--- src/rtl/adc_ctrl_pkg.sv ---
// Shared constants, state encoding and helpers for the ADC averaging scheduler.
package adc_ctrl_pkg;

  localparam int AD_W  = 12;
  localparam int ACC_W = 15;
  localparam int SCNT_W = 4;

  typedef logic [2:0] state_t;

  localparam state_t ST_IDLE      = 3'd0;
  localparam state_t ST_WAIT_TICK = 3'd1;
  localparam state_t ST_START     = 3'd2;
  localparam state_t ST_WAIT_FLAG = 3'd3;
  localparam state_t ST_ACCUM     = 3'd4;
  localparam state_t ST_DONE      = 3'd5;

  function automatic logic [SCNT_W-1:0] samples_per_burst(input logic [1:0] avg_sel);
    return 4'd1 << avg_sel;
  endfunction

endpackage

--- src/rtl/sample_tick_gen.sv ---
// Burst-period divider: one-cycle tick every (CLK_HZ/4) << period_sel cycles while en is high.
module sample_tick_gen #(
  parameter int CLK_HZ = 50_000_000
) (
  input  logic       clk,
  input  logic       rst,
  input  logic       en,
  input  logic [1:0] period_sel,
  output logic       tick
);

  localparam int BASE  = CLK_HZ / 4;
  localparam int CNT_W = $clog2(BASE * 8);

  logic [CNT_W-1:0] cnt_q, cnt_d, last_cnt;
  logic [1:0]       sel_q, sel_d;

  // The period in use is only re-sampled at a wrap, so a new period_sel never cuts a period short.
  always_comb begin
    last_cnt = CNT_W'((BASE << sel_q) - 1);
    tick     = en && (cnt_q == last_cnt);
  end

  // NOTE: every variable assigned here gets a default first, so no latch can be inferred.
  always_comb begin
    cnt_d = cnt_q + 1'b1;
    sel_d = sel_q;
    if (!en || tick) begin
      cnt_d = '0;
      sel_d = period_sel;
    end
  end

  // NOTE: state flops use non-blocking assignments so every flop samples pre-edge values.
  always_ff @(posedge clk or posedge rst) begin
    if (rst) begin
      cnt_q <= '0;
      sel_q <= '0;
    end else begin
      cnt_q <= cnt_d;
      sel_q <= sel_d;
    end
  end

endmodule

--- src/rtl/adc_avg_scheduler.sv ---
// Periodic ADC burst scheduler: issues 1/2/4/8 conversions per tick and publishes their average.
module adc_avg_scheduler
  import adc_ctrl_pkg::*;
#(
  parameter int CLK_HZ      = 50_000_000,
  parameter int TIMEOUT_CYC = 4096
) (
  input  logic            clk,
  input  logic            rst,
  input  logic            start_en,
  input  logic [1:0]      period_sel,
  input  logic [1:0]      avg_sel,
  input  logic            flag,
  input  logic [AD_W-1:0] ad,
  output logic            convert,
  output logic [AD_W-1:0] num,
  output logic            valid,
  output logic            busy,
  output logic            timeout_err
);

  localparam int TW = $clog2(TIMEOUT_CYC + 1);

  state_t              state_q, state_d;
  logic                flag_q, flag_d, start_en_q, start_en_d;
  logic [1:0]          avg_q, avg_d;
  logic [ACC_W-1:0]    acc_q, acc_d;
  logic [SCNT_W-1:0]   scnt_q, scnt_d;
  logic [TW-1:0]       wait_q, wait_d;
  logic [AD_W-1:0]     ad_q, ad_d, num_q, num_d;
  logic                valid_q, valid_d, err_q, err_d;
  logic                tick, flag_rise;

  sample_tick_gen #(.CLK_HZ(CLK_HZ)) u_tick (
    .clk        (clk),
    .rst        (rst),
    .en         (start_en),
    .period_sel (period_sel),
    .tick       (tick)
  );

  assign flag_rise = flag && !flag_q;

  always_comb begin
    state_d    = state_q;
    flag_d     = flag;
    start_en_d = start_en;
    avg_d      = avg_q;
    acc_d      = acc_q;
    scnt_d     = scnt_q;
    wait_d     = wait_q;
    ad_d       = ad_q;
    num_d      = num_q;
    valid_d    = 1'b0;
    err_d      = err_q;

    if (start_en && !start_en_q) err_d = 1'b0;

    if (!start_en) begin
      state_d = ST_IDLE;
      acc_d   = '0;
      scnt_d  = '0;
      wait_d  = '0;
    end else begin
      case (state_q)
        ST_IDLE:      state_d = ST_WAIT_TICK;
        ST_WAIT_TICK: if (tick) begin
          avg_d   = avg_sel;
          acc_d   = '0;
          scnt_d  = '0;
          state_d = ST_START;
        end
        ST_START: begin
          wait_d  = TW'(1);
          state_d = ST_WAIT_FLAG;
        end
        // wait_q counts cycles since convert; reaching TIMEOUT_CYC abandons the burst.
        ST_WAIT_FLAG: if (flag_rise) begin
          ad_d    = ad;
          state_d = ST_ACCUM;
        end else if (wait_q >= TW'(TIMEOUT_CYC - 1)) begin
          err_d   = 1'b1;
          state_d = ST_WAIT_TICK;
        end else begin
          wait_d = wait_q + 1'b1;
        end
        ST_ACCUM: begin
          acc_d   = acc_q + ACC_W'(ad_q);
          scnt_d  = scnt_q + 1'b1;
          state_d = ((scnt_q + 1'b1) < samples_per_burst(avg_q)) ? ST_START : ST_DONE;
        end
        ST_DONE: begin
          num_d   = AD_W'(acc_q >> avg_q);
          valid_d = 1'b1;
          state_d = ST_WAIT_TICK;
        end
        default: state_d = ST_IDLE;
      endcase
    end
  end

  always_ff @(posedge clk or posedge rst) begin
    if (rst) begin
      state_q    <= ST_IDLE;
      flag_q     <= 1'b0;
      start_en_q <= 1'b0;
      avg_q      <= '0;
      acc_q      <= '0;
      scnt_q     <= '0;
      wait_q     <= '0;
      ad_q       <= '0;
      num_q      <= '0;
      valid_q    <= 1'b0;
      err_q      <= 1'b0;
    end else begin
      state_q    <= state_d;
      flag_q     <= flag_d;
      start_en_q <= start_en_d;
      avg_q      <= avg_d;
      acc_q      <= acc_d;
      scnt_q     <= scnt_d;
      wait_q     <= wait_d;
      ad_q       <= ad_d;
      num_q      <= num_d;
      valid_q    <= valid_d;
      err_q      <= err_d;
    end
  end

  assign convert     = (state_q == ST_START);
  assign busy        = state_q inside {ST_START, ST_WAIT_FLAG, ST_ACCUM, ST_DONE};
  assign num         = num_q;
  assign valid       = valid_q;
  assign timeout_err = err_q;

endmodule

--- config.mk ---
export PLATFORM = sky130hd
export DESIGN_NAME = adc_avg_scheduler
export DESIGN_NICKNAME = d
export VERILOG_FILES = /design/src/rtl/adc_ctrl_pkg.sv /design/src/rtl/sample_tick_gen.sv /design/src/rtl/adc_avg_scheduler.sv
export SDC_FILE = /design/constraint.sdc
export NUM_CORES = 1
export LEC_CHECK = 0
export CELL_PAD_IN_SITES_DETAIL_PLACEMENT = 0
export CELL_PAD_IN_SITES_GLOBAL_PLACEMENT = 1
export CORE_MARGIN = 3
export CORE_UTILIZATION = 42
export CTS_CLUSTER_DIAMETER = 60
export DETAILED_ROUTE_END_ITERATION = 10
export HOLD_SLACK_MARGIN = 0.12
export PLACE_DENSITY = 0.82
export SYNTH_ARGS = -nofsm -noshare
export SYNTH_HDL_FRONTEND = slang
export SYNTH_HIERARCHICAL = 1
export SYNTH_SLANG_ARGS = --single-unit
--- constraint.sdc ---
create_clock -name clk -period 3.25 [get_ports clk]
set_clock_uncertainty 0.05 [all_clocks]
set_input_delay 0.975 -clock clk [delete_from_list [all_inputs] [get_ports clk]]
set_output_delay 0.975 -clock clk [all_outputs]
set_load 0.01 [all_outputs]
# ---- Yosys cells after proc, flatten, opt, wreduce, memory -nomap -nowiden
# Index checks and enable logic that the tools add are counted.
dict set report totals {
  elab_cells 75
  out_inout_bits 16
  ff_bits 94
  input_bits 20
}
dict set report op_classes {
  add_sub_neg 5
  n_lt_le_gt_ge 2
  n_reduce_logical 16
  eq_ne 12
  n_mux 24
  shifts 3
}
# cell n
set op_table {}
lappend op_table {{$mux 13} 3}
lappend op_table {{$mux 15} 2}
lappend op_table {{$pmux 15 s2} 1}
lappend op_table {{$add 27x1->27 const B} 1}
lappend op_table {{$eq 27x27->1} 1}
lappend op_table {{$mux 27} 1}
lappend op_table {{$shl 24x2->27 const A} 1}
lappend op_table {{$sub 27x2->27 const B} 1}
lappend op_table {{$pmux 13 s2} 1}
lappend op_table {{$add 15x12->15} 1}
lappend op_table {{$mux 3} 5}
lappend op_table {{$pmux 3 s5} 1}
lappend op_table {{$shr 15x2->12} 1}
lappend op_table {{$add 13x1->13 const B} 1}
lappend op_table {{$ge 13x12->1 const B} 1}
lappend op_table {{$reduce_and 3->1} 3}
lappend op_table {{$mux 4} 2}
lappend op_table {{$pmux 4 s2} 1}
lappend op_table {{$mux 1} 7}
lappend op_table {{$eq 3x2->1 const B} 2}
lappend op_table {{$eq 3x3->1 const B} 2}
lappend op_table {{$ne 3x1->1 const B} 2}
lappend op_table {{$ne 3x3->1 const B} 2}
lappend op_table {{$reduce_and 2->1} 3}
lappend op_table {{12 further kinds} 16}

# ---- Logic depth before layout (Yosys ltp)
dict set report logic_depth {
  depth_word 7
  mapped_depth 13
  mapped_depth_nobuf 11
}

# ---- Modules after synthesis
# The synthesis kept the hierarchy.
# mod cells_per_inst n_inst seq_area_each_um2 area_each_um2
set modules_own_cells {}
lappend modules_own_cells {adc_avg_scheduler 374 1 1626.6 3769.9}
lappend modules_own_cells {sample_tick_gen 183 1 725.7 1690.4}

# ---- Least setup slack after synthesis
# OpenSTA, ideal clock, no wires.
dict set report synth_path {
  path_type {register to register}
  startpoint {register u_tick.sel_q[0]}
  endpoint {register acc_q[10]}
  n_path_buf 2
  t_arrival_ns 2.933
  stages_incl_launch_ff 13
  path_slack_ns 0.140
  required_time_ns 3.073
  setup_time_ns 0.127
  period_less_slack_ns 3.110
  path_cell_list {dfrtp_1 -> or2_2 -> ha_1 -> xnor2_1 -> a2111oi_0 -> o2111ai_1 -> nor4b_1 -> a21boi_1 -> o21a_1 -> buf_2 -> buf_2 -> a21oi_1 -> nand3b_1}
}
dict set report synth_via {
  elab_chain_cells 6
}
# element line
set synth_rtl {}
lappend synth_rtl {{from (decl)} sample_tick_gen.sv:16} ;# logic [1:0] sel_q, sel_d;
lappend synth_rtl {{from (signal assigned)} sample_tick_gen.sv:41} ;# sel_q <= sel_d;
lappend synth_rtl {{$shl 24x2->27} sample_tick_gen.sv:20} ;# last_cnt = CNT_W'((BASE << sel_q) - 1);
lappend synth_rtl {{$sub 27x2->27} sample_tick_gen.sv:20}
lappend synth_rtl {{$eq 27x27->1} sample_tick_gen.sv:21} ;# tick = en && (cnt_q == last_cnt);
lappend synth_rtl {{$logic_and 1x1->1} sample_tick_gen.sv:21}
lappend synth_rtl {{named net tick} adc_avg_scheduler.sv:32} ;# logic tick, flag_rise;
lappend synth_rtl {{$ne 3x2->1 (no line)} n/a}
lappend synth_rtl {{$reduce_and 2->1 (no line)} n/a}
lappend synth_rtl {{to (signal assigned)} adc_avg_scheduler.sv:108} ;# acc_q <= '0;
lappend synth_rtl {{to (signal assigned)} adc_avg_scheduler.sv:120} ;# acc_q <= acc_d;
lappend synth_rtl {{to (decl)} adc_avg_scheduler.sv:27} ;# logic [ACC_W-1:0] acc_q, acc_d;
# The timed path passes the listed nets, and every way through them passes these cells.
# A chain may end at the register's enable or synchronous reset.

# ---- Final worst setup path
dict set report layout_path {
  startpoint {register u_tick.sel_q[1]}
  endpoint {register state_q[0]}
}
dict set report layout_via {
  elab_chain_cells 6
}
# element line
set layout_rtl {}
lappend layout_rtl {{$shl 24x2->27} sample_tick_gen.sv:20}
lappend layout_rtl {{$sub 27x2->27} sample_tick_gen.sv:20}
lappend layout_rtl {{$eq 27x27->1} sample_tick_gen.sv:21}
lappend layout_rtl {{$logic_and 1x1->1} sample_tick_gen.sv:21}
lappend layout_rtl {{named net tick} adc_avg_scheduler.sv:32}
lappend layout_rtl {{$ne 3x2->1 (no line)} n/a}
lappend layout_rtl {{$reduce_and 2->1 (no line)} n/a}
lappend layout_rtl {{to (signal assigned)} adc_avg_scheduler.sv:116} ;# state_q <= state_d;
lappend layout_rtl {{to (decl)} adc_avg_scheduler.sv:24} ;# state_t state_q, state_d;
# The timed path passes the listed nets, and every way through them passes these cells.

==> results.ini <==
[cts]
cts_buffers = 9
clock_sinks = 94
cts_tree = done
holdBufCountCts = 0
cts-htree-levels = 3
clock_latency_ns = 0.35
cts.clk_slew.worst_paths_ns = 0.07
root_buffer = clkbuf_16
clockBufferDepth = 2

[global_route]
grt_pass1_vias = 4282
globalRouteMet3Util_pct = 5.28
grt-ovfl-total = 0
grt.busiest_layer = met2
use_met1_pct = 22.6
antenna_found_initial = 0
grt_usage_pct = 17.6
use_met2_pct = 29.1
grt_first_pass_wirelength_um = 20400
grt_max_degree = 42

[worst_setup_path]
worstPathRequired_ns = 3.46
cp_max_fo = 4
crit_arrival_ns = 3.34
startpoint_type = flop
rr_worst_depth = 11
crit_buf_inv = 1
crit_path_end_kind = flop
critPathMaxStageDelay_ns = 0.41
critPathKind = flop to flop
cp_top_family = compound AO/OA/AOI/OAI gates
r2r_start = u_tick/sel_q[1]
rrSetupSlack_ns = 0.12
cp_slowest_cell = dfrtp_1
r2r_end = state_q[0]
crit_chain = or2_2 -> ha_1 -> xnor2_1 -> a2111oi_2 -> o2111ai_1 -> nor4b_1 -> buf_4 -> nor2_1 -> a211o_1 -> a221o_1 -> o221ai_1

[place]
place.gp.congestion = 0.857
hpwl_um = 8620
io_buffers = 35
placed_cell_area_mm2 = 0.00606
dp_slack_ns = 0.0813

[detailed_routing]
dr.pass1.iters = 4
vias = 4278
wl_per_cell_um = 15.3
drt_iter0_drc = 239
drc = 0
vias_per_cell = 5.49
ant_nets = 0
totalWireLength_um = 11900

[run]
drv_cap = 0

[timing]
worst_slack_ns = 0.121
tightest_slew_ns = 0.885
hold_violations = 0
slew_viol_final = 0
max_slew_margin_pct = 40.5
setup_viol = 0
finalCriticalPeriod_ns = 3.13
post-route-period-util_pct = 96.3
fmax_mhz = 320

[power_and_ir_drop]
comb_power_share_pct = 17.6
p_int_mw = 2.04
swShare_pct = 28.1
power.density_mw_per_mm2 = 445
clock_power_share_pct = 36.1
switching_power_mw = 0.795
ir_drop_uv = 349
leakagePower_nw = 2.67
power.share.sequential_pct = 46.4

[finish]
final_area_mm2 = 0.00636
num_antenna_cells = 0
nNetsFinal = 643
drive_gt1_share_pct = 13.3
syn_to_final_growth_pct = 16.6

[outcome]
status = finished, final reports clean

[synthesis]
synth_edf_count = 0
syn_avg_cell_area_um2 = 9.80
netlist_area_mm2 = 0.00546
ys_ff_latch = 94
syn_inst = 557
ys_seq_area_share_pct = 43.1
async_reset_ff_share_pct = 100
yosysWarnings = 6
ys_types = 74
syn_nets = 598
synthFlopType = dfrtp_1

[min_path]
hp-class = flop to flop
hold_path_depth = 1
hold_end = u_tick/cnt_q[0]
min_from = u_tick/cnt_q[0]

[floorplan]
start_util_pct = 43.1
ios = 36
die_y_um = 120
coreArea_mm2 = 0.0127
placement_rows = 41
die_w_um = 120
die-area_mm2 = 0.0144

-- per-layer routing --
metal	share of wire [%]	routed length [um]
met5	0	0
met3	4.3	518
met2	49	5870
met4	1.5	180
met1	45	5350
-- cell usage in the layout (no fill, tap or decap), drive strengths merged, types with 20 or more instances in the layout --
cell type and instances:
xnor2 22, clkdlybuf4s50 35, nand3 22, mux2 26, dfrtp 94, nand2 50, nor2 63, o21ai 37
a21oi 28, ha 20, buf 21
-- through the flow --
step,instances,hold slack [ns],power [mW],utilization [%],setup TNS (ns)
CTS,778,0.435,2.87,50.1,0
global route,779,0.471,2.99,50.2,-0.0925
detailed placement,762,0.419,1.83,47.8,0
finish,779,0.433,2.83,50.2,0
floorplan,557,0.392,1.68,-,0
global placement,762,0.410,1.82,47.8,0
-- worst reg2reg max path, cell delays in order, from the launching register on --
cell       delay, ns
dfrtp_1         0.41
or2_2           0.32
ha_1            0.29
xnor2_1         0.15
a2111oi_2       0.37
o2111ai_1       0.20
nor4b_1         0.31
buf_4           0.18
nor2_1          0.04
a211o_1         0.31
a221o_1         0.27
o221ai_1        0.14
-- synth_stat cells, types with 12 or more instances --
library cell  count  area (um2)
a21oi_1          28         140
dfrtp_1          94        2350
ha_1             20         250
mux2_2           25         282
nand2_1          50         188
nand3_1          22         110
nand4_1          12        75.1
nor2_1           63         236
o21ai_0          37         185
xnor2_1          22         193
xor2_1           12         105
-- timing repair --
item,CTS,global route
buffers inserted,0,1
gates resized for setup,0,4
setup endpoints to repair,0,19
-- power by group through the flow --
stage                     logic, mW  clock network (mW)  registers (mW)
after detailed placement      0.496                   0            1.34
after floorplan               0.384                   0            1.30
after global routing          0.556                1.11            1.32
final                         0.498                1.02            1.31
after CTS                     0.499                1.05            1.31
after global placement        0.485                   0            1.33
-- logic make-up after synthesis --
| kind of cell | after synthesis | synth area share [%] |
|---|---|---|
| xor gates and xnor gates | 34 | 5.45 |
| DFF | 94 | 43.1 |
| muxes | 39 | 8.73 |
| adders and majority gates | 21 | 4.95 |
| buffers and inverters | 34 | 3.30 |
| AOI/OAI and AO/OA | 129 | 15.8 |
| and+or+nand+nor | 206 | 18.7 |
-- worst max path at each step --
stage               cells past startpoint  slack (ns)          to       startpoint
floorplan                              12        0.14   acc_q[10]  u_tick/sel_q[0]
global placement                       11        0.13    acc_q[8]  u_tick/sel_q[1]
detailed placement                     11        0.08  state_q[0]  u_tick/sel_q[1]
CTS                                    11        0.06  state_q[0]  u_tick/sel_q[1]
global route                           11       -0.04  state_q[0]  u_tick/sel_q[1]
finish                                 11        0.12  state_q[0]  u_tick/sel_q[1]
-- state kept, by name, summed over array words and instances (netlist names) --
| register | count |
|---|---|
| valid | 1 |
| u_tick/sel_q | 2 |
| state_q | 3 |
| avg_q | 2 |
| scnt_q | 4 |
| acc_q | 15 |
| wait_q | 13 |
| timeout_err | 1 |
| start_en_q | 1 |
| flag_q | 1 |
| u_tick/cnt_q | 27 |
| num | 12 |
| ad_q | 12 |
-- cell type report --
class                   instances  area, um2
flip-flops and latches         94       2350
clock inverters                 4       31.3
inverters                      12       45.0
fillers                      1192       6310
multi-input cells             429       2940
clock buffers                  12        256
repair buffers                 56        520
well taps                     172        215
Power figures use the tool's default switching activity.
